**src/rtl/soft_reset_sequencer.sv**
```systemverilog
// -----------------------------------------------------------------------------
// soft_reset_sequencer
//
// Purpose:
//   Drives the active-low reset input of the clock/reset conditioning block.
//   Soft-reset requests from N_REQ sources are merged into one sequence:
//   drain the datapath, hold reset low for HOLD_CYCLES, release, wait
//   SETTLE_CYCLES for the conditioned reset to settle, then pulse done.
//   After a_rst_n the same hold/release/settle runs once, without a done pulse.
//
// Ports:
//   clk            system clock
//   a_rst_n        asynchronous active-low reset
//   req            soft-reset requests, sampled every cycle
//   drain_req      level request asking the datapath to quiesce
//   drain_ack      datapath quiesced (level)
//   rst_ctrl_n     active-low reset to the conditioner
//   busy           a sequence (or the power-on hold) is in progress
//   done           one-cycle pulse at the end of a requested sequence
//   cause          OR of the requests served by the current/last sequence
//   drain_timeout  sticky: the last drain ended by timeout
//   clr_status     clears cause and drain_timeout while idle
// -----------------------------------------------------------------------------
module soft_reset_sequencer #(
  parameter int N_REQ         = 4,
  parameter int HOLD_CYCLES   = 64,
  parameter int SETTLE_CYCLES = 32,
  parameter int DRAIN_TIMEOUT = 1024
) (
  input  logic             clk,
  input  logic             a_rst_n,
  input  logic [N_REQ-1:0] req,
  output logic             drain_req,
  input  logic             drain_ack,
  output logic             rst_ctrl_n,
  output logic             busy,
  output logic             done,
  output logic [N_REQ-1:0] cause,
  output logic             drain_timeout,
  input  logic             clr_status
);

  // Counter must span the longest of the three timed intervals.
  localparam int MAX_HS  = (HOLD_CYCLES > SETTLE_CYCLES) ? HOLD_CYCLES : SETTLE_CYCLES;
  localparam int MAX_ALL = (MAX_HS > DRAIN_TIMEOUT) ? MAX_HS : DRAIN_TIMEOUT;
  localparam int CW      = $clog2(MAX_ALL + 1);

  localparam logic [CW-1:0] CNT_ZERO    = {CW{1'b0}};
  localparam logic [CW-1:0] CNT_ONE     = CW'(1);
  localparam logic [CW-1:0] CNT_SAT     = {CW{1'b1}};
  localparam logic [CW-1:0] HOLD_LAST   = CW'(HOLD_CYCLES - 1);
  localparam logic [CW-1:0] SETTLE_LAST = CW'(SETTLE_CYCLES - 1);
  localparam logic [CW-1:0] DRAIN_LAST  = (DRAIN_TIMEOUT > 0) ? CW'(DRAIN_TIMEOUT - 1) : CNT_ZERO;
  localparam bit            DRAIN_EN    = (DRAIN_TIMEOUT != 0);

  localparam logic [N_REQ-1:0] REQ_ZERO = {N_REQ{1'b0}};

  typedef enum logic [2:0] {
    ST_POR     = 3'd0,
    ST_IDLE    = 3'd1,
    ST_DRAIN   = 3'd2,
    ST_ASSERT  = 3'd3,
    ST_RELEASE = 3'd4,
    ST_SETTLE  = 3'd5
  } state_e;

  // With draining disabled a new sequence goes straight to the reset hold.
  localparam state_e SEQ_ENTRY = DRAIN_EN ? ST_DRAIN : ST_ASSERT;

  state_e            state_r, state_s;
  logic [CW-1:0]     cnt_r, cnt_s, cnt_inc_s;
  logic [N_REQ-1:0]  pend_r, pend_s, pend_merge_s;
  logic [N_REQ-1:0]  cause_r, cause_s;
  logic              dto_r, dto_s;
  logic              done_r, done_s;
  logic              por_seq_r, por_seq_s;
  logic              rst_ctrl_n_r, rst_ctrl_n_s;
  logic              drain_req_r, drain_req_s;
  logic              busy_r, busy_s;

  assign drain_req     = drain_req_r;
  assign rst_ctrl_n    = rst_ctrl_n_r;
  assign busy          = busy_r;
  assign done          = done_r;
  assign cause         = cause_r;
  assign drain_timeout = dto_r;

  // Saturating increment of the shared interval counter.
  always_comb begin
    if (cnt_r == CNT_SAT) begin
      cnt_inc_s = cnt_r;
    end else begin
      cnt_inc_s = cnt_r + CNT_ONE;
    end
  end

  // Next-state, status and registered-output decode.
  always_comb begin
    state_s      = state_r;
    cause_s      = cause_r;
    pend_s       = pend_r;
    dto_s        = dto_r;
    done_s       = 1'b0;
    por_seq_s    = por_seq_r;
    pend_merge_s = pend_r | req;
    cnt_s        = cnt_inc_s;

    case (state_r)
      // Requests are ignored during the power-on hold.
      ST_POR: begin
        if (cnt_r == HOLD_LAST) begin
          state_s = ST_RELEASE;
        end else begin
          state_s = ST_POR;
        end
      end

      // A clear and a new request in the same cycle: clear, then latch.
      ST_IDLE: begin
        if (clr_status) begin
          cause_s = REQ_ZERO;
          dto_s   = 1'b0;
        end else begin
          cause_s = cause_r;
        end
        if (|req) begin
          cause_s = req;
          state_s = SEQ_ENTRY;
        end else begin
          state_s = ST_IDLE;
        end
      end

      // An ack wins over a timeout landing in the same cycle.
      ST_DRAIN: begin
        cause_s = cause_r | req;
        if (drain_ack) begin
          dto_s   = 1'b0;
          state_s = ST_ASSERT;
        end else if (cnt_r == DRAIN_LAST) begin
          dto_s   = 1'b1;
          state_s = ST_ASSERT;
        end else begin
          state_s = ST_DRAIN;
        end
      end

      ST_ASSERT: begin
        cause_s = cause_r | req;
        if (cnt_r == HOLD_LAST) begin
          state_s = ST_RELEASE;
        end else begin
          state_s = ST_ASSERT;
        end
      end

      // Late requests cannot join a reset already released; queue them.
      ST_RELEASE: begin
        pend_s  = pend_merge_s;
        state_s = ST_SETTLE;
      end

      ST_SETTLE: begin
        if (cnt_r == SETTLE_LAST) begin
          done_s    = ~por_seq_r;
          por_seq_s = 1'b0;
          pend_s    = REQ_ZERO;
          if (|pend_merge_s) begin
            cause_s = pend_merge_s;
            state_s = SEQ_ENTRY;
          end else begin
            state_s = ST_IDLE;
          end
        end else begin
          pend_s  = pend_merge_s;
          state_s = ST_SETTLE;
        end
      end

      default: begin
        state_s = ST_POR;
      end
    endcase

    if (state_s != state_r) begin
      cnt_s = CNT_ZERO;
    end else begin
      cnt_s = cnt_inc_s;
    end

    // Outputs follow the state being entered so they are registered with it.
    rst_ctrl_n_s = ~((state_s == ST_POR) || (state_s == ST_ASSERT));
    drain_req_s  = (state_s == ST_DRAIN);
    busy_s       = (state_s != ST_IDLE);
  end

  // State, counter, status and output registers.
  always_ff @(posedge clk or negedge a_rst_n) begin
    if (!a_rst_n) begin
      state_r      <= ST_POR;
      cnt_r        <= CNT_ZERO;
      pend_r       <= REQ_ZERO;
      cause_r      <= REQ_ZERO;
      dto_r        <= 1'b0;
      done_r       <= 1'b0;
      por_seq_r    <= 1'b1;
      rst_ctrl_n_r <= 1'b0;
      drain_req_r  <= 1'b0;
      busy_r       <= 1'b1;
    end else begin
      state_r      <= state_s;
      cnt_r        <= cnt_s;
      pend_r       <= pend_s;
      cause_r      <= cause_s;
      dto_r        <= dto_s;
      done_r       <= done_s;
      por_seq_r    <= por_seq_s;
      rst_ctrl_n_r <= rst_ctrl_n_s;
      drain_req_r  <= drain_req_s;
      busy_r       <= busy_s;
    end
  end

endmodule

```
**config.mk**
```make
export PLATFORM = sky130hd
export DESIGN_NAME = soft_reset_sequencer
export DESIGN_NICKNAME = d
export VERILOG_FILES = /design/src/rtl/soft_reset_sequencer.sv
export SDC_FILE = /design/constraint.sdc
export NUM_CORES = 1
export LEC_CHECK = 0
export CAP_MARGIN = 20
export CORE_MARGIN = 8
export CORE_UTILIZATION = 35
export CTS_CLUSTER_DIAMETER = 200
export DETAILED_ROUTE_END_ITERATION = 12
export SETUP_SLACK_MARGIN = 0.02
export SYNTH_ARGS = -nofsm -noshare
export SYNTH_HDL_FRONTEND = slang
export SYNTH_SLANG_ARGS = --single-unit
```
**constraint.sdc**
```tcl
create_clock -name clk -period 2.3 [get_ports clk]
set_input_delay 0.69 -clock clk [delete_from_list [all_inputs] [get_ports clk]]
set_output_delay 0.69 -clock clk [all_outputs]
set_load 0.01 [all_outputs]
```
Word level (Yosys, flattened, before mapping)

Cells that the tools add are included.

Logic and storage cells: 69
Register bits after elaboration: 28
Output and inout bits: 9
Input bits: 8

Bitwise logic cells: 4
Reductions and logical operators: 12
Eq/ne operators: 19
Mux-type cells: 23
$add $sub $neg: 1

Operator list:

| kind                                                  | count |
|---|---|
| 2-to-1 mux 11 bit                                     | 2 |
| 2-to-1 mux 4 bit                                      | 5 |
| one-hot mux 3 bit (6 select lines)                    | 1 |
| equality test 3 x 2 -> 1 bit, second input constant   | 4 |
| one-hot mux 4 bit (3 select lines)                    | 1 |
| adder 11 x 1 -> 11 bit, second input constant         | 1 |
| equality test 11 x 10 -> 1 bit, second input constant | 1 |
| equality test 11 bit, second input constant           | 1 |
| equality test 11 x 5 -> 1 bit, second input constant  | 1 |
| equality test 11 x 6 -> 1 bit, second input constant  | 1 |
| 2-to-1 mux 3 bit                                      | 3 |
| bitwise OR 4 bit                                      | 2 |
| one-hot mux 4 bit (2 select lines)                    | 1 |
| OR reduction 4 bit                                    | 2 |
| 2-to-1 mux 1 bit                                      | 7 |
| equality test 3 bit, second input constant            | 2 |
| logical NOT 3 bit                                     | 2 |
| != test 2 bit, second input constant                  | 3 |
| != test 3 bit, second input constant                  | 2 |
| 2-to-1 mux 2 bit                                      | 2 |
| AND reduction 4 bit                                   | 1 |
| nonzero test 2 bit                                    | 2 |
| equality test 3 x 1 -> 1 bit, second input constant   | 1 |
| != test 3 x 1 -> 1 bit, second input constant         | 1 |
| 9 further kinds                                       | 10 |

Depth between registers and ports, before layout

Depth in word-level cells: 8
Mapped depth: 8
Mapped depth without buffers: 7

Least setup slack after synthesis

Ideal clock, no wire load.

Path type: reg-to-reg
Start: register cnt_r[7]
End: register cause_r[0], in the netlist cause[0]
Slack: 0.178 ns
Buffers on the path: 0
Cell stages (with the launch flop): 7
Arrival time: 1.995 ns
Setup time: 0.127 ns
Period minus slack after synthesis: 2.122 ns
Required time: 2.173 ns
Path through: dfrtp_1 or4_4 or3_4 o31ai_1 nand2_1 nor2_1 o22ai_1

Word-level cells in the longest chain between the ends: 3

Ends and longest elaborated chain:

| item                          | RTL line | text |
|---|---|---|
| start, declared               | 71       | `logic [CW-1:0] cnt_r, cnt_s, cnt_inc_s;` |
| start signal, assigned        | 212      | `cnt_r <= cnt_s;` |
| equality test 11 x 5 -> 1 bit | 164      | `if (cnt_r == SETTLE_LAST) begin` |
| != test 2 bit (no line)       | n/a      |  |
| AND reduction 4 bit (no line) | n/a      |  |
| end signal, assigned          | 214      | `cause_r <= cause_s;` |
| end, declared                 | 73       | `logic [N_REQ-1:0] cause_r, cause_s;` |

Every way passes these cells.
A chain may end at the register's enable or synchronous reset.

Worst setup path in the final report

Start: input req[1]
End: register cause_r[3], in the netlist cause[3]

Word-level cells in the longest chain between the ends: 4
Elaborated cells between the ends (all ways): 8
Classes of those cells: eq/ne: 2; mux: 2; bitwise: 1; reduce/logical: 3

Ends and longest elaborated chain:

| item                          | RTL line | text |
|---|---|---|
| start, declared               | 32       | `input logic [N_REQ-1:0] req,` |
| bitwise OR 4 bit              | 105      | `pend_merge_s = pend_r \| req;` |
| OR reduction 4 bit            | 168      | `if (\|pend_merge_s) begin` |
| != test 2 bit (no line)       | n/a      |  |
| AND reduction 4 bit (no line) | n/a      |  |

Parallel ways exist; a longest one is shown, timed or not.

==> flow_summary.json <==
{
  "ys_top_cells_by_area": "dfrtp_1, nor2_1, a21oi_1",
  "crit_arrival_ns": 2.43,
  "worst_slack_ns": 0.0556,
  "setup_tns_ns": 0,
  "start_kind": "input port",
  "synth_top_area_frac": 0.461,
  "area_delta_synth_final_pct": 32.6,
  "min_period_ns": 2.24,
  "path_clk_slew_ns": 0.09,
  "crit_path_max_fanout": 5,
  "syn_inst": 146,
  "final_cell_mix": "dfrtp_1, nor2_1, clkdlybuf4s50_1",
  "cts_buffer_depth": 2,
  "setup_viol": 0,
  "synth_top_family_by_area": "simple AND/OR/NAND/NOR gates",
  "synth_compound_area_frac": 0.146,
  "fillers": 368,
  "seq_power_share": 0.511,
  "critical-path-top-delay-family": "simple AND/OR/NAND/NOR gates",
  "yosysWarnings": 0,
  "hpwlAfterDp_mm": 2.30,
  "power_density_nw_per_um2": 714,
  "num_vias": 1187,
  "required_ns": 2.49,
  "avgViaCountPerCell": 5.25,
  "drv_cap": 0,
  "status": "finished, final reports clean",
  "grt_pass1_wl_mm": 5.26,
  "syn_area_um2": 1410,
  "ant_nets": 0,
  "rows": 23,
  "drive_gt1_frac": 0.222,
  "multi_input_area_um2": 742,
  "reg2reg_to": "cause[3]",
  "die_area_um2": 6320,
  "dieHeight_um": 79.5,
  "hold_depth": 1,
  "ctsHoldBuffers": 0,
  "syn_nets": 155,
  "coreArea_um2": 3940,
  "cp_slowest_cell": "or4_4",
  "synth-xor-area-share": 0.0434,
  "fin_skew_ns": 0.00714,
  "route.detailed.drc": 0,
  "finalHoldViolations": 0,
  "crit_path_max_incr_delay_ns": 0.60,
  "yosys.area_share.simple": 0.253,
  "power.leakage_nw": 0.848,
  "clock_latency_ns": 0.27,
  "worstMarginPinSlew_ns": 0.496,
  "rr_startpoint": "cnt_r[7]",
  "gp_congestion": 0.830,
  "holdPathEnd": "por_seq_r",
  "port_buffers": 16,
  "switching_share": 0.314,
  "dpl_worst_slack_ns": -0.327,
  "htree_levels": 1,
  "combPwrFrac": 0.269,
  "power.total_w": 0.00134,
  "yosysTopAreaCell": "dfrtp_1",
  "drv_slew": 0,
  "initial_core_util": 0.358,
  "fmax_ghz": 0.446,
  "worst_r2r_path_depth": 6,
  "peakVddDrop_mv": 0.399,
  "final_common_cell": "dfrtp_1",
  "hold_class": "flop to flop",
  "yosysUniqueCellTypes": 35,
  "clock-root-buffer": "clkbuf_8",
  "drt_wl_total_mm": 3.10,
  "rrSetupSlack_ns": 0.11,
  "cts_tree": "built",
  "hold_start": "por_seq_r",
  "grt_pass1_vias": 1206,
  "cts.sinks": 28,
  "fin_crit_sh": 0.976,
  "critPathCaptureType": "flop",
  "synth_fa_ha_area_frac": 0.00887,
  "cts_buffers": 3,
  "first_pass_iters": 5,
  "yosysSeqAreaShare": 0.498,
  "drt_iter0_drc": 57,
  "antenna_found_initial": 0,
  "worstPathCellList": "clkdlybuf4s50_1 > or4_4 > buf_6 > nor3_2 > o21ai_1 > nand2_2 > nor2_4 > o22ai_2",
  "intPower_w": 0.000917,
  "slew_headroom": 0.669,
  "power_switching_w": 0.000419,
  "hold_slack_ns": 0.498,
  "grt_overflow": 0,
  "ioPinCount": 17,
  "synth_mux_area_frac": 0.0213,
  "die_width_um": 79.5,
  "synth-seq-cells": 28,
  "antenna_cells": 0,
  "final_nets": 186,
  "wire_per_inst_um": 13.7,
  "syn_area_per_cell_um2": 9.67,
  "p_clk_frac": 0.220,
  "timing.critical_path.buf_inv": 2,
  "crit_type": "input port to flop",
  "grt_max_degree": 29,
  "ff_latch_area_um2": 703,
  "grt_usage": 0.102
}
power groups by stage:
stage / Sequential, W / Clock, W / Combinational, W
2_1_floorplan: 0.000657 / 0 / 0.000223
3_5_place_dp: 0.000688 / 0 / 0.000346
5_1_grt: 0.000699 / 0.000326 / 0.000410
6_report: 0.000683 / 0.000294 / 0.000359
3_3_place_gp: 0.000682 / 0 / 0.000336
4_1_cts: 0.000679 / 0.000308 / 0.000350
metrics by stage:
stage | area, um^2 | utilization | std cells
floorplan | 1410 | - | 146
global placement | 1730 | 0.439 | 222
detailed placement | 1730 | 0.439 | 222
CTS | 1790 | 0.454 | 226
global route | 1870 | 0.475 | 226
finish | 1870 | 0.475 | 226
kinds of logic after synthesis:
family,count (synthesis)
AO/OA/AOI/OAI,30
XOR/XNOR,7
adder cells (fa/ha/maj),1
buffers and inverters,11
flip-flops,28
multiplexers,3
AND/OR/NAND/NOR,66
how the worst max path moves through the flow:
stage / startpoint / end / slack [ns] / cells past startpoint
final: req[1] / cause[3] / 0.06 / 8
after global routing: req[1] / rst_ctrl_n / -0.006 / 6
after CTS: req[0] / cause[3] / 0.02 / 8
after detailed placement: req[0] / cause[1] / -0.33 / 8
after global placement: req[0] / cause[1] / -0.28 / 8
after floorplan: cnt_r[7] / cause[0] / 0.18 / 6
state kept, by name, summed over array words and instances, names as in the netlist:
name           cells
cause              4
pend_r             4
state_r            3
done               1
drain_req          1
por_seq_r          1
drain_timeout      1
cnt_r             11
rst_ctrl_n         1
busy               1
area by class of cell:
type | count | share of cell area
Inverter | 5 | 0.0100
Multi-Input combinational cell | 107 | 0.396
Sequential cell | 28 | 0.376
Clock buffer | 4 | 0.0294
Timing Repair Buffer | 32 | 0.155
Tap cell | 50 | 0.0334
routing by layer:
layer | vias up | GRT usage | wire, um
met5 | - | 0 | 0
met2 | 20 | 0.182 | 1610
met4 | 0 | 0.0463 | 51
met1 | 572 | 0.113 | 1290
li1 | 589 | - | -
met3 | 6 | 0.0225 | 149
cells in the mapped netlist:
cell type and count:
dfrtp_1 26, nor2_1 20, a21oi_1 11, nand2_1 9, clkbuf_1 6, inv_1 5
nand3_1 5, nand4_1 5, and4_1 4, nand2b_1 4, nor2b_1 4, nor3_1 4
o21ai_0 4, o22ai_1 4, xor2_1 4, and2_1 3, mux2i_1 3, xnor2_1 3
a31oi_1 2, and3_1 2, dfstp_2 2, or3_4 2, or4_1 2, a21o_1 1
a311oi_1 1, ha_1 1, nor4_1 1, o2111ai_1 1, o211ai_1 1, o311ai_0 1
o31ai_1 1, o32ai_1 1, o32ai_4 1, o41ai_1 1, or4_4 1
worst register-to-register path: cells and delay by family, from the launching register on:
kind / cells / cell delay [ns]
AND/OR/NAND/NOR: 4 / 1.21
AO/OA/AOI/OAI: 2 / 0.46
flip-flops: 1 / 0.39
timing repair:
action                     4_1_cts  5_1_grt
buffers inserted                 0        0
resized for setup                1       18
pin swaps                        0        6
setup endpoints to repair        6        6
hold endpoints to repair         0        0
Note: power is estimated with default switching activity, not from simulation.
